## config.mk

```make
export PLATFORM = sky130hd
export DESIGN_NAME = bundle_packer_flat
export DESIGN_NICKNAME = d
export VERILOG_FILES = /design/src/rtl/bundle_packer_if.sv /design/src/rtl/bundle_packer.sv /design/src/flat_wrapper.sv
export SDC_FILE = /design/constraint.sdc
export NUM_CORES = 1
export LEC_CHECK = 0
export BUFFER_PORTS_ARGS = -buffer_cell sky130_fd_sc_hd__clkbuf_2
export CORE_ASPECT_RATIO = 1.75
export CORE_MARGIN = 2
export CORE_UTILIZATION = 45
export CTS_BUF_LIST = sky130_fd_sc_hd__clkbuf_8 sky130_fd_sc_hd__clkbuf_16
export DETAILED_ROUTE_END_ITERATION = 10
export PLACE_DENSITY = 0.7
export SETUP_SLACK_MARGIN = 0.5
export SLEW_MARGIN = 20
export SYNTH_ARGS = -nofsm -noshare
export SYNTH_HDL_FRONTEND = slang
export SYNTH_SLANG_ARGS = --single-unit
export TNS_END_PERCENT = 30
```

## constraint.sdc

```tcl
create_clock -name clock_i -period 3.55 [get_ports clock_i]
set_input_delay 0.5325 -clock clock_i [delete_from_list [all_inputs] [get_ports clock_i]]
set_output_delay 0.5325 -clock clock_i [all_outputs]
set_load 0.02 [all_outputs]
```

## src/rtl/bundle_packer_if.sv

```systemverilog
// ---------------------------------------------------------------------------
// bundle_packer_if
//   Instruction-in / bundle-out signal group for bundle_packer.
//   Instruction side : valid_i, ready_o, instructionFormat_i, isBranch_i,
//                      opcode_i[6:0], reg_i[4:0], operand_i[15:0]
//   Bundle side      : stall_i, bundle_o[59:0], bundleSize_o[3:0], enable_o
//   master = producer of instructions / consumer of bundles
//   slave  = the packer
// ---------------------------------------------------------------------------
interface bundle_packer_if;
    logic        valid_i;
    logic        ready_o;
    logic        instructionFormat_i;
    logic        isBranch_i;
    logic [6:0]  opcode_i;
    logic [4:0]  reg_i;
    logic [15:0] operand_i;
    logic        stall_i;
    logic [59:0] bundle_o;
    logic [3:0]  bundleSize_o;
    logic        enable_o;

    modport master (
        output valid_i, instructionFormat_i, isBranch_i, opcode_i, reg_i,
               operand_i, stall_i,
        input  ready_o, bundle_o, bundleSize_o, enable_o
    );

    modport slave (
        input  valid_i, instructionFormat_i, isBranch_i, opcode_i, reg_i,
               operand_i, stall_i,
        output ready_o, bundle_o, bundleSize_o, enable_o
    );
endinterface

```

## src/rtl/bundle_packer.sv

```systemverilog
// ---------------------------------------------------------------------------
// bundle_packer
//   Pairs consecutive decoded instructions into a left-aligned 60-bit
//   dual-issue fetch bundle (the inverse of the front-end bundle parser).
//   A lone instruction is padded with a NOP on drain_i or after
//   PAIR_TIMEOUT cycles without a partner.
//
//   clock_i      clock, posedge
//   reset_i      synchronous active-high reset
//   flushBack_i  discards held instruction and pending bundle
//   drain_i      push a held lone instruction out with a NOP partner
//   bus          bundle_packer_if.slave (instruction in, bundle out)
//
//   state | meaning
//   ------+--------------------------------------------------------
//   EMPTY | no instruction held
//   HELD  | slot-A instruction held, wait_q counting toward timeout
// ---------------------------------------------------------------------------
module bundle_packer #(
    parameter logic [6:0] NOP_OPCODE   = 7'd0,
    parameter int         PAIR_TIMEOUT = 8
) (
    input  logic             clock_i,
    input  logic             reset_i,
    input  logic             flushBack_i,
    input  logic             drain_i,
    bundle_packer_if.slave   bus
);

    localparam int CW = (PAIR_TIMEOUT > 1) ? $clog2(PAIR_TIMEOUT) : 1;
    localparam logic [CW-1:0] WAIT_LAST = CW'(PAIR_TIMEOUT - 1);

    typedef enum logic {EMPTY, HELD} state_t;

    state_t      state_q, state_d;
    logic [CW-1:0] wait_q, wait_d;

    // Instructions are kept in 30-bit slot-2 form: {fmt, br, op, reg, opnd16}
    // where a 19b-form operand sits in the top 5 bits of opnd16. That is
    // exactly the slot-2 image, and slot 1 just drops the low 11 bits.
    logic [29:0] held_q;
    logic [29:0] incoming;
    logic [29:0] slot_b;
    logic [59:0] packed_bundle;
    logic [3:0]  packed_size;

    logic        out_free;
    logic        accept;
    logic        pair_load;
    logic        pad_load;
    logic        load;

    logic [59:0] bundle_q;
    logic [3:0]  size_q;
    logic        enable_q;

    localparam logic [29:0] PAD_SLOT = {1'b0, 1'b0, NOP_OPCODE, 5'd0, 16'd0};

    // ---------------- state register and datapath ----------------
    always_ff @(posedge clock_i) begin
        if (reset_i || flushBack_i) begin
            state_q  <= EMPTY;
            wait_q   <= '0;
            held_q   <= '0;
            bundle_q <= '0;
            size_q   <= '0;
            enable_q <= 1'b0;
        end else begin
            state_q <= state_d;
            wait_q  <= wait_d;
            if (state_q == EMPTY && accept) begin
                held_q <= incoming;
            end
            if (load) begin
                bundle_q <= packed_bundle;
                size_q   <= packed_size;
                enable_q <= 1'b1;
            end else if (enable_q && !bus.stall_i) begin
                enable_q <= 1'b0;
            end
        end
    end

    // ---------------- next-state logic ----------------
    always_comb begin
        state_d = state_q;
        wait_d  = wait_q;
        case (state_q)
            EMPTY: begin
                if (accept) begin
                    state_d = HELD;
                    wait_d  = '0;
                end
            end
            HELD: begin
                if (load) begin
                    state_d = EMPTY;
                end else if (wait_q != WAIT_LAST) begin
                    wait_d = wait_q + 1'b1;
                end
            end
            default: state_d = EMPTY;
        endcase
    end

    // ---------------- output / packing logic ----------------
    always_comb begin
        out_free = !enable_q || !bus.stall_i;
        accept   = bus.valid_i && out_free;

        incoming = {bus.instructionFormat_i, bus.isBranch_i, bus.opcode_i,
                    bus.reg_i,
                    bus.instructionFormat_i ? bus.operand_i
                                            : {bus.operand_i[4:0], 11'd0}};

        // An accept in HELD always pairs, so a same-cycle drain is moot.
        pair_load = (state_q == HELD) && accept;
        pad_load  = (state_q == HELD) && !accept && out_free &&
                    (drain_i || wait_q == WAIT_LAST);
        load      = pair_load || pad_load;

        slot_b = pair_load ? incoming : PAD_SLOT;

        if (held_q[29]) packed_bundle = {held_q, slot_b};
        else            packed_bundle = {held_q[29:11], slot_b, 11'd0};

        case ({held_q[29], slot_b[29]})
            2'b11:   packed_size = 4'd8;
            2'b10,
            2'b01:   packed_size = 4'd7;
            default: packed_size = 4'd5;
        endcase

        bus.ready_o      = out_free;
        bus.bundle_o     = bundle_q;
        bus.bundleSize_o = size_q;
        bus.enable_o     = enable_q;
    end

endmodule

```

## src/flat_wrapper.sv

```systemverilog
// flat-port wrapper written by rule: the top's interface ports become plain ports
module bundle_packer_flat 
#(
    parameter logic [6:0] NOP_OPCODE   = 7'd0,
    parameter int         PAIR_TIMEOUT = 8
)
  (clock_i, reset_i, flushBack_i, drain_i, bus_valid_i, bus_instructionFormat_i, bus_isBranch_i, bus_opcode_i, bus_reg_i, bus_operand_i, bus_stall_i, bus_ready_o, bus_bundle_o, bus_bundleSize_o, bus_enable_o);
  bundle_packer_if bus_i ();
  input  logic clock_i;
  input  logic reset_i;
  input  logic flushBack_i;
  input  logic drain_i;
  input wire logic [$bits(bus_i.valid_i)-1:0] bus_valid_i;
  input wire logic [$bits(bus_i.instructionFormat_i)-1:0] bus_instructionFormat_i;
  input wire logic [$bits(bus_i.isBranch_i)-1:0] bus_isBranch_i;
  input wire logic [$bits(bus_i.opcode_i)-1:0] bus_opcode_i;
  input wire logic [$bits(bus_i.reg_i)-1:0] bus_reg_i;
  input wire logic [$bits(bus_i.operand_i)-1:0] bus_operand_i;
  input wire logic [$bits(bus_i.stall_i)-1:0] bus_stall_i;
  output wire logic [$bits(bus_i.ready_o)-1:0] bus_ready_o;
  output wire logic [$bits(bus_i.bundle_o)-1:0] bus_bundle_o;
  output wire logic [$bits(bus_i.bundleSize_o)-1:0] bus_bundleSize_o;
  output wire logic [$bits(bus_i.enable_o)-1:0] bus_enable_o;
  assign bus_i.valid_i = bus_valid_i;
  assign bus_i.instructionFormat_i = bus_instructionFormat_i;
  assign bus_i.isBranch_i = bus_isBranch_i;
  assign bus_i.opcode_i = bus_opcode_i;
  assign bus_i.reg_i = bus_reg_i;
  assign bus_i.operand_i = bus_operand_i;
  assign bus_i.stall_i = bus_stall_i;
  assign bus_ready_o = bus_i.ready_o;
  assign bus_bundle_o = bus_i.bundle_o;
  assign bus_bundleSize_o = bus_i.bundleSize_o;
  assign bus_enable_o = bus_i.enable_o;
  bundle_packer #(.NOP_OPCODE(NOP_OPCODE), .PAIR_TIMEOUT(PAIR_TIMEOUT)) u_core (.clock_i(clock_i), .reset_i(reset_i), .flushBack_i(flushBack_i), .drain_i(drain_i), .bus(bus_i));
endmodule
```

==> results of run 1 <==
-- worst paths after layout --
| kind | cells after the start | endpoint | slack, ns |
|---|---|---|---|
| worst max-delay path | 6 | u_core.bus.bundle_o[18]$_SDFFE_PP0P_ | 1.20 |
| worst max register to register | 6 | u_core.bus.bundle_o[18]$_SDFFE_PP0P_ | 1.20 |
| worst min register to register | 2 | u_core.bus.bundle_o[43]$_SDFFE_PP0P_ | 0.47 |
| worst min-delay path | 2 | u_core.bus.bundle_o[9]$_SDFFE_PP0P_ | 0.44 |
-- worst max-delay path, cell delays in order (launching register included) --
cell and delay [ns]:
sky130_fd_sc_hd__dfxtp_1 0.33, sky130_fd_sc_hd__ha_1 0.20, sky130_fd_sc_hd__ha_1 0.24, sky130_fd_sc_hd__or3_1 0.37, sky130_fd_sc_hd__buf_4 0.26, sky130_fd_sc_hd__a21oi_4 0.61, sky130_fd_sc_hd__a221o_1 0.27
-- sequential cells by signal, indices dropped and copies added (netlist names) --
register / cells
u_core.held_q: 30
u_core.wait_q: 3
u_core.bus.enable_o: 1
u_core.bus.bundleSize_o: 3
u_core.state_q: 1
u_core.bus.bundle_o: 60
-- power by group through the flow --
stage / Clock [mW] / Combinational [mW] / Sequential [mW]
after floorplan: 0 / 0.129 / 1.15
after global placement: 0 / 0.198 / 1.15
after detailed placement: 0 / 0.200 / 1.15
after CTS: 1.19 / 0.201 / 1.13
after global routing: 1.23 / 0.219 / 1.13
final: 1.18 / 0.203 / 1.13
-- cell type report --
cell class / instances / area, sq um / area share (%)
repair buffers: 112 / 588 / 11.7
inverters: 8 / 30.0 / 0.600
flip-flops and latches: 98 / 1960 / 39.2
well taps: 120 / 150 / 3.00
clock inverters: 6 / 129 / 2.57
multi-input cells: 297 / 1910 / 38.1
clock buffers: 10 / 239 / 4.77
-- cell usage in the layout (no fill, tap or decap), types with 9 or more instances in the layout --
master and instances:
sky130_fd_sc_hd__a21oi_1 70, sky130_fd_sc_hd__a221o_1 11, sky130_fd_sc_hd__a22o_1 11, sky130_fd_sc_hd__buf_4 11, sky130_fd_sc_hd__clkbuf_16 9, sky130_fd_sc_hd__clkbuf_2 101, sky130_fd_sc_hd__dfxtp_1 98, sky130_fd_sc_hd__nand2_1 14
sky130_fd_sc_hd__nand3_1 37, sky130_fd_sc_hd__nand4_1 12, sky130_fd_sc_hd__nand4b_1 9, sky130_fd_sc_hd__nor3_1 12, sky130_fd_sc_hd__o21ai_0 51
-- through the flow --
step | cells | setup WS, ns | cell area [sq um]
6_report | 651 | 1.20 | 5010
5_1_grt | 651 | 1.09 | 5010
4_1_cts | 651 | 1.20 | 5010
3_5_place_dp | 635 | 1.16 | 4640
3_3_place_gp | 635 | 1.25 | 4640
2_1_floorplan | 456 | 1.70 | 4160
-- layer usage --
layer / up-vias / wire (microns) / GRT usage (%)
met5: - / 0 / 0
met4: 0 / 489 / 14.9
met3: 29 / 613 / 3.02
met2: 147 / 6190 / 40.8
met1: 1862 / 4870 / 28.6
li1: 1857 / - / -
-- cells by family (layout without fill, tap and decap cells) --
group                      after synthesis  after routing  share of synthesized area, %
muxes                                   12             12                          3.10
AOI/OAI and AO/OA                      171            171                          26.0
buffers and inverters                   61            136                          7.01
DFF                                     98             98                          47.2
and+or+nand+nor                        110            110                          15.5
adders and majority gates                4              4                          1.20
==> impl_metrics.toml, run 1 <==
[die]
fp.dieArea_sq_um = 10100
initial_core_util_pct = 46.0
placementRows = 46
fp.dieW_microns = 76.7
design.portCount = 102
coreArea_sq_um = 9040
fp.dieH_microns = 131

[cts]
cts.hold.buffers_added = 0
cts-resized-gates = 0
numClockSinks = 98
clk_pin_slew_ns = 0.07
clock_path_buffers = 2
insertion_delay_ns = 0.35
tritoncts_clock_tree = "yes"
cts.root.buffer_cell = "sky130_fd_sc_hd__clkbuf_16"
cts_h_tree_lvls = 3
cts-buffers-inserted = 9
post-cts-setup-buffers = 0

[timing]
timing_worst_slew_pin_value_ns = 0.960
min_tclk_post_route_ns = 2.35
grt_setup_unrepaired = "false"
timing.max_slew.rel_slack_pct = 35.5
fin_skew_ns = 0.00676
final.hold.worst_slack_ns = 0.445
final_min_period_over_clock_period_pct = 66.1
finalSetupViolations = 0
achievable-frequency_mhz = 426
maxSlewViolCount = 0
tns_ns = 0
final-hold-violation-count = 0

[power_and_ir_drop]
intPower_mw = 1.95
max-vdd-ir-drop_mv = 0.263
switching_share_of_power_pct = 22.3
seq_power_share_pct = 44.8
p_clk_share_pct = 47.1
p_sw_mw = 0.562
report.power.total_mw = 2.51
comb_power_share_pct = 8.1
power_density_nw_per_um2 = 502
static-leakage-power_nw = 1.89

[yosys]
synth_enable_flop_cells = 0
synth_largest_type_area_fraction_pct = 47.2
yosysTopAreaCell = "sky130_fd_sc_hd__dfxtp_1"
number_of_synthesized_register_bits = 98
postSynthAreaPerCell_sq_um = 9.12
synthDistinctLibCells = 42
synth.top_cells.by_area = "sky130_fd_sc_hd__dfxtp_1 47%, sky130_fd_sc_hd__a21oi_1 8.4%, sky130_fd_sc_hd__o21ai_0 6.1%"
ys.flop_type = "sky130_fd_sc_hd__dfxtp_1"
synth.yosys.seq_area_share_pct = 47.2
syn_nets = 496
synth_async_sr_flop_share_pct = 0
synth.most_common_cell = "sky130_fd_sc_hd__dfxtp_1"
number_of_warnings_issued_by_yosys = 0
synth_area_sq_um = 4160
most_frequent_cells_after_synthesis = "98 x sky130_fd_sc_hd__dfxtp_1, 70 x sky130_fd_sc_hd__a21oi_1, 51 x sky130_fd_sc_hd__o21ai_0"
syn_inst = 456

[critical_path]
worstReg2RegStart = "u_core.wait_q[0]$_SDFFE_PP0P_"
crit_arrival_ns = 2.64
worstSetupStartpoint = "u_core.wait_q[0]$_SDFFE_PP0P_"
criticalPathCategory = "reg2reg"
worst_setup_path_start_kind = "flop"
worstSetupEndpointType = "flop"
critical_path_required_ns = 3.84
critical_path_peak_fanout = 35

[route]
dr_pass1_iterations = 5
dr_total_vias = 3895
drt.antenna.violating_nets = 0
finalWirelength_microns = 12200
drt_iter0_drc = 354
detail_route.drc_violations = 0
via_per_inst = 5.98
wire_per_inst_microns = 18.7

[worst_hold_path]
min-delay-path-class = "in2reg"
min-delay-start = "bus_operand_i[9]"

[global_route]
grt_antenna_before_repair = 0
grt-ovfl-total = 0
grt_pass1_vias = 3647
global_route_wire_length_before_repair_microns = 19200
grt_usage_pct = 24.1
grt_max_degree = 41

[finish]
antenna_cells_inserted = 0
postLayoutCoreUtil_pct = 55.4
layout.filler_cells = 872
area_growth_syn_to_layout_pct = 20.4
final_layout_size_suffix_gt1_share_pct = 27.3
finalNetCount = 566

[placement]
hpwlAfterDp_microns = 8600
place_congestion = 0.881
place.port_buffers = 101

[outcome]
status = "complete, no violations"

[run]
drv_cap = 0
Note: power is estimated with default switching activity, not from simulation.
==> inputs of run 2 (changes only) <==
==> constraint.sdc (replaced) <==
create_clock -name clock_i -period 2.3 [get_ports clock_i]
set_input_delay 0.345 -clock clock_i [delete_from_list [all_inputs] [get_ports clock_i]]
set_output_delay 0.345 -clock clock_i [all_outputs]
set_load 0.02 [all_outputs]
==> run 2 against run 1 <==
Against the previous run:
- critical path depth is the same
- setup slack lost 0.72 ns
- die area is the same
- routed wire length grew 0.99%
- global-route usage shrank 0.26 points
- combinational power grew 73%
- critical path type unchanged
- largest cell class unchanged
- largest power group is now sequential cells
==> impl_metrics.toml, run 2 (same netlist as run 1, synthesis figures left out) <==
[timing]
grt_setup_unrepaired = "true"
fin_skew_ns = 0.00929
min_tclk_post_route_ns = 1.81
finalSetupViolations = 0
timing.max_slew.rel_slack_pct = 57.2
final-hold-violation-count = 0
achievable-frequency_mhz = 551
timing_worst_slew_pin_value_ns = 0.638
maxSlewViolCount = 0
tns_ns = 0
final_min_period_over_clock_period_pct = 78.8

[global_route]
grt_max_degree = 64
grt_antenna_before_repair = 0
global_route_wire_length_before_repair_microns = 19200
grt_pass1_vias = 3728
grt_usage_pct = 23.9
grt-ovfl-total = 0

[critical_path]
critical_path_required_ns = 2.60
r2r_slack_ns = 0.49
criticalPathCategory = "reg2reg"
critPathBufInv = 1
cp_top_family = "compound AO/OA/AOI/OAI gates"
critical_path_peak_fanout = 13
critPathMaxStageDelay_ns = 0.41
cpMostUsedCell = "sky130_fd_sc_hd__ha_4"
crit_path_cell_trace = "ha_4, ha_4, or3_4, a21oi_4, clkbuf_16, a22o_1"
worst_setup_path_start_kind = "flop"
worstSetupEndpointType = "flop"
cp_slowest_cell = "sky130_fd_sc_hd__or3_4"
crit_arrival_ns = 2.11

[finish]
largest_register_ffs = 60
layout_commonest_cell = "sky130_fd_sc_hd__clkbuf_2"
antenna_cells_inserted = 0
final_layout_size_suffix_gt1_share_pct = 30.6
commonest_cells_after_routing_fill_and_taps_aside = "101 x sky130_fd_sc_hd__clkbuf_2, 96 x sky130_fd_sc_hd__dfxtp_1, 68 x sky130_fd_sc_hd__a21oi_1"
area_growth_syn_to_layout_pct = 24.5
finalNetCount = 577
postLayoutCoreUtil_pct = 57.3

[worst_hold_path]
min-delay-path-class = "in2reg"

[placement]
place_congestion = 0.917
hpwlAfterDp_microns = 8640
place.port_buffers = 101

[run]
drv_cap = 0

[route]
wire_per_inst_microns = 18.6
finalWirelength_microns = 12300
dr_pass1_iterations = 4
dr_total_vias = 3994
via_per_inst = 6.03
drt.antenna.violating_nets = 0
drt_iter0_drc = 279
detail_route.drc_violations = 0

[cts]
insertion_delay_ns = 0.35
cts-buffers-inserted = 9
clock_path_buffers = 2
tritoncts_clock_tree = "yes"
clk_pin_slew_ns = 0.07
cts_h_tree_lvls = 3
numClockSinks = 98
cts.root.buffer_cell = "sky130_fd_sc_hd__clkbuf_16"

[die]
fp.dieH_microns = 131
design.portCount = 102
placementRows = 46
coreArea_sq_um = 9040
fp.dieArea_sq_um = 10100
initial_core_util_pct = 46.0
fp.dieW_microns = 76.7

[outcome]
status = "complete, no violations"

[power_and_ir_drop]
power_density_nw_per_um2 = 710
static-leakage-power_nw = 1.94
max-vdd-ir-drop_mv = 0.491
-- run 2: worst paths after layout --
kind | startpoint | endpoint | cells after the start
worst max-delay path | u_core.wait_q[0]$_SDFFE_PP0P_ | u_core.bus.bundle_o[5]$_SDFFE_PP0P_ | 6
worst max register to register | u_core.wait_q[0]$_SDFFE_PP0P_ | u_core.bus.bundle_o[5]$_SDFFE_PP0P_ | 6
worst min-delay path | bus_operand_i[7] | u_core.bus.bundle_o[7]$_SDFFE_PP0P_ | 2
worst min register to register | u_core.bus.bundle_o[24]$_SDFFE_PP0P_ | u_core.bus.bundle_o[24]$_SDFFE_PP0P_ | 1
-- run 2: timing repair --
item | CTS | global route
setup buffers | 0 | 4
cloned | 0 | 2
hold endpoints to repair | 0 | 0
endpoints found under the setup margin | 53 | 41
pin swaps | 1 | 6
resized for setup | 7 | 12
hold buffers | 0 | 0
-- run 2: final cells by class --
type | instances | area (sq um)
fillers | 816 | 3860
inverters | 8 | 30.0
multi-input cells | 297 | 1960
repair buffers | 123 | 754
well taps | 120 | 150
flip-flops and latches | 98 | 1970
clock buffers | 9 | 225
clock inverters | 7 | 93.8
-- run 2: metal layers --
layer	part of all wire (%)	routed length, microns	vias up	GRT usage (%)
met5	0	0	-	0
met4	6.0	741	0	18.3
met3	5.2	643	41	2.95
met2	50	6090	167	38.5
met1	39	4820	1902	28.5
li1	-	-	1884	-
-- run 2: worst reg2reg max path: cells and delay by family, from the launching register on --
family | cells | cell delay, ns
DFF | 1 | 0.36
and+or+nand+nor | 1 | 0.42
buffers and inverters | 1 | 0.23
AOI/OAI and AO/OA | 2 | 0.44
adders and majority gates | 2 | 0.31
-- run 2: power breakdown --
group	leakage, nW	switching [mW]	internal [mW]
sequential	0.793	0.0171	1.72
combinational	0.993	0.230	0.122
clock	0.151	0.639	0.950
-- run 2: through the flow --
step	area [sq um]	hold WS, ns	total power [mW]	setup slack, ns	cells
2_1_floorplan	4160	0.440	1.98	0.531	456
3_3_place_gp	4700	0.449	2.09	0.358	640
3_5_place_dp	4700	0.445	2.10	0.260	640
4_1_cts	5050	0.247	3.67	0.514	656
5_1_grt	5180	0.257	3.79	0.444	662
6_report	5180	0.253	3.68	0.487	662
==> inputs of run 3 (changes only) <==
==> constraint.sdc (replaced) <==
create_clock -name clock_i -period 1.9 [get_ports clock_i]
set_input_delay 0.285 -clock clock_i [delete_from_list [all_inputs] [get_ports clock_i]]
set_output_delay 0.285 -clock clock_i [all_outputs]
set_load 0.02 [all_outputs]
==> run 3 against run 2 <==
Against the previous run:
- design area fell by 0.53%
- total power is 18% higher
- clock skew down 0.0028 ns
- largest cell class is now multi-input combinational cells
- clock-buffer cell count grew 2
- via count is 2.3% lower
- clock power rose by 14%
- routed wire length fell by 0.38%
- largest power group unchanged
- register-to-register slack worse by 0.26 ns
==> impl_metrics.toml, run 3 (same netlist as run 1, synthesis figures left out) <==
[global_route]
grt_antenna_before_repair = 0
grt-busiest-layer = "met2"
grt_pass1_vias = 3595
grt-ovfl-total = 0
global_route.usage.met1_pct = 28.7
grtUsageMet3_pct = 3.98
grt_usage_pct = 24.4
met2_usage_pct = 42.3
global_route_wire_length_before_repair_microns = 19300
grt_max_degree = 72

[finish]
final_layout_size_suffix_gt1_share_pct = 31.1
postLayoutCoreUtil_pct = 57.0
ff_latch_area_sq_um = 1970
layoutNonFillerInstCount = 661
area_growth_syn_to_layout_pct = 23.8
multi_input_comb_area_sq_um = 1990
layout_commonest_cell = "sky130_fd_sc_hd__clkbuf_2"
finalNetCount = 578
largest_register_ffs = 60
antenna_cells_inserted = 0
layout.filler_cells = 855
commonest_cells_after_routing_fill_and_taps_aside = "101 x sky130_fd_sc_hd__clkbuf_2, 95 x sky130_fd_sc_hd__dfxtp_1, 67 x sky130_fd_sc_hd__a21oi_1"

[die]
placementRows = 46
design.portCount = 102
fp.dieH_microns = 131
coreArea_sq_um = 9040
initial_core_util_pct = 46.0
fp.dieArea_sq_um = 10100
fp.dieW_microns = 76.7

[route]
detail_route.drc_violations = 0
finalWirelength_microns = 12200
dr_total_vias = 3903
drt_iter0_drc = 359
via_per_inst = 5.90
wire_per_inst_microns = 18.5
drt.antenna.violating_nets = 0
dr_pass1_iterations = 5

[worst_hold_path]
min-delay-start = "bus_operand_i[8]"
min-delay-path-class = "in2reg"
worstHoldEndpoint = "u_core.bus.bundle_o[8]$_SDFFE_PP0P_"
min_path_cells = 2

[placement]
place.port_buffers = 101
hpwlAfterDp_microns = 8840
place_congestion = 0.884
post-place-cells = 646

[cts]
insertion_delay_ns = 0.35
clk_pin_slew_ns = 0.06
tritoncts_clock_tree = "yes"
cts.root.buffer_cell = "sky130_fd_sc_hd__clkbuf_16"
numClockSinks = 98
clock_path_buffers = 2
post-cts-setup-buffers = 0
cts-buffers-inserted = 9
cts_h_tree_lvls = 3
cts.hold.buffers_added = 0

[timing]
achievable-frequency_mhz = 597
finalSetupViolations = 0
min_tclk_post_route_ns = 1.68
final-hold-violation-count = 0
final_min_period_over_clock_period_pct = 88.2
maxSlewViolCount = 0
grt_setup_unrepaired = "true"
timing_worst_slew_pin_value_ns = 0.720
timing.max_slew.rel_slack_pct = 52.0
fin_skew_ns = 0.00645
tns_ns = 0

[critical_path]
r2r_slack_ns = 0.22
r2r_cells = 6
critical_path_peak_fanout = 13
worstSetupEndpointType = "flop"
crit_arrival_ns = 1.97
reg2reg_to = "u_core.bus.bundle_o[20]$_SDFFE_PP0P_"
criticalPathCategory = "reg2reg"
critical_path_required_ns = 2.20
worst_setup_path_start_kind = "flop"
worstReg2RegStart = "u_core.wait_q[0]$_SDFFE_PP0P_"

[power_and_ir_drop]
power_density_nw_per_um2 = 842
max-vdd-ir-drop_mv = 0.575
static-leakage-power_nw = 1.94

[run]
drv_cap = 0

[outcome]
status = "complete, no violations"
## run 3: changes by cell type in the layout (fill, tap and decap cells not counted), moves of 2 or more
| cell | change |
|---|---|
| sky130_fd_sc_hd__clkbuf_8 | +2 |
| sky130_fd_sc_hd__buf_12 | -2 |
| sky130_fd_sc_hd__clkinvlp_4 | -2 |
| sky130_fd_sc_hd__dfxtp_2 | +2 |
| sky130_fd_sc_hd__buf_4 | +3 |
## run 3: critical path, cell delays in order (launching register included)
cell	delay [ns]
sky130_fd_sc_hd__dfxtp_2	0.34
sky130_fd_sc_hd__ha_4	0.16
sky130_fd_sc_hd__ha_4	0.17
sky130_fd_sc_hd__or3_4	0.37
sky130_fd_sc_hd__a21oi_4	0.23
sky130_fd_sc_hd__clkbuf_16	0.21
sky130_fd_sc_hd__a221o_1	0.14
## run 3: worst max path at each step
stage,from,to,slack [ns]
floorplan,u_core.wait_q[0]$_SDFFE_PP0P_,u_core.bus.bundle_o[11]$_SDFFE_PP0P_,0.24
global placement,bus_valid_i,u_core.bus.bundle_o[20]$_SDFFE_PP0P_,0.07
detailed placement,bus_valid_i,u_core.bus.bundle_o[18]$_SDFFE_PP0P_,0.02
CTS,u_core.wait_q[1]$_SDFFE_PP0P_,u_core.bus.bundle_o[18]$_SDFFE_PP0P_,0.25
global route,u_core.wait_q[0]$_SDFFE_PP0P_,u_core.bus.bundle_o[20]$_SDFFE_PP0P_,0.20
finish,u_core.wait_q[0]$_SDFFE_PP0P_,u_core.bus.bundle_o[20]$_SDFFE_PP0P_,0.22
## run 3: layout make-up
cell class              count  area share, %
multi-input cells         297           38.6
flip-flops and latches     98           38.1
repair buffers            124           14.1
clock buffers              11           4.91
well taps                 120           2.91
clock inverters             3          0.777
inverters                   8          0.583
## run 3: per-layer routing
metal,up-vias,share of wire (%)
met5,-,0
met4,0,3.7
met3,23,5.3
met2,149,52
met1,1851,39
li1,1880,-
## run 3: report_power, final
| part | total (mW) | internal [mW] | switching [mW] |
|---|---|---|---|
| combinational | 0.428 | 0.144 | 0.283 |
| sequential | 2.10 | 2.08 | 0.0184 |
| clock | 1.81 | 1.07 | 0.733 |
## run 3: metrics by stage
step | setup WS [ns] | hold WS (ns) | power (mW) | instance area, sq um
after floorplan | 0.240 | 0.411 | 2.40 | 4200
after global placement | 0.0680 | 0.447 | 2.54 | 4770
after detailed placement | 0.0215 | 0.447 | 2.55 | 4770
after CTS | 0.246 | 0.194 | 4.34 | 5090
after global routing | 0.202 | 0.199 | 4.49 | 5150
final | 0.224 | 0.194 | 4.34 | 5150
## run 3: repair_timing
action,in CTS,in global routing
pin swaps,0,1
cloned,0,1
gates resized for setup,7,8
setup endpoints to repair,78,99
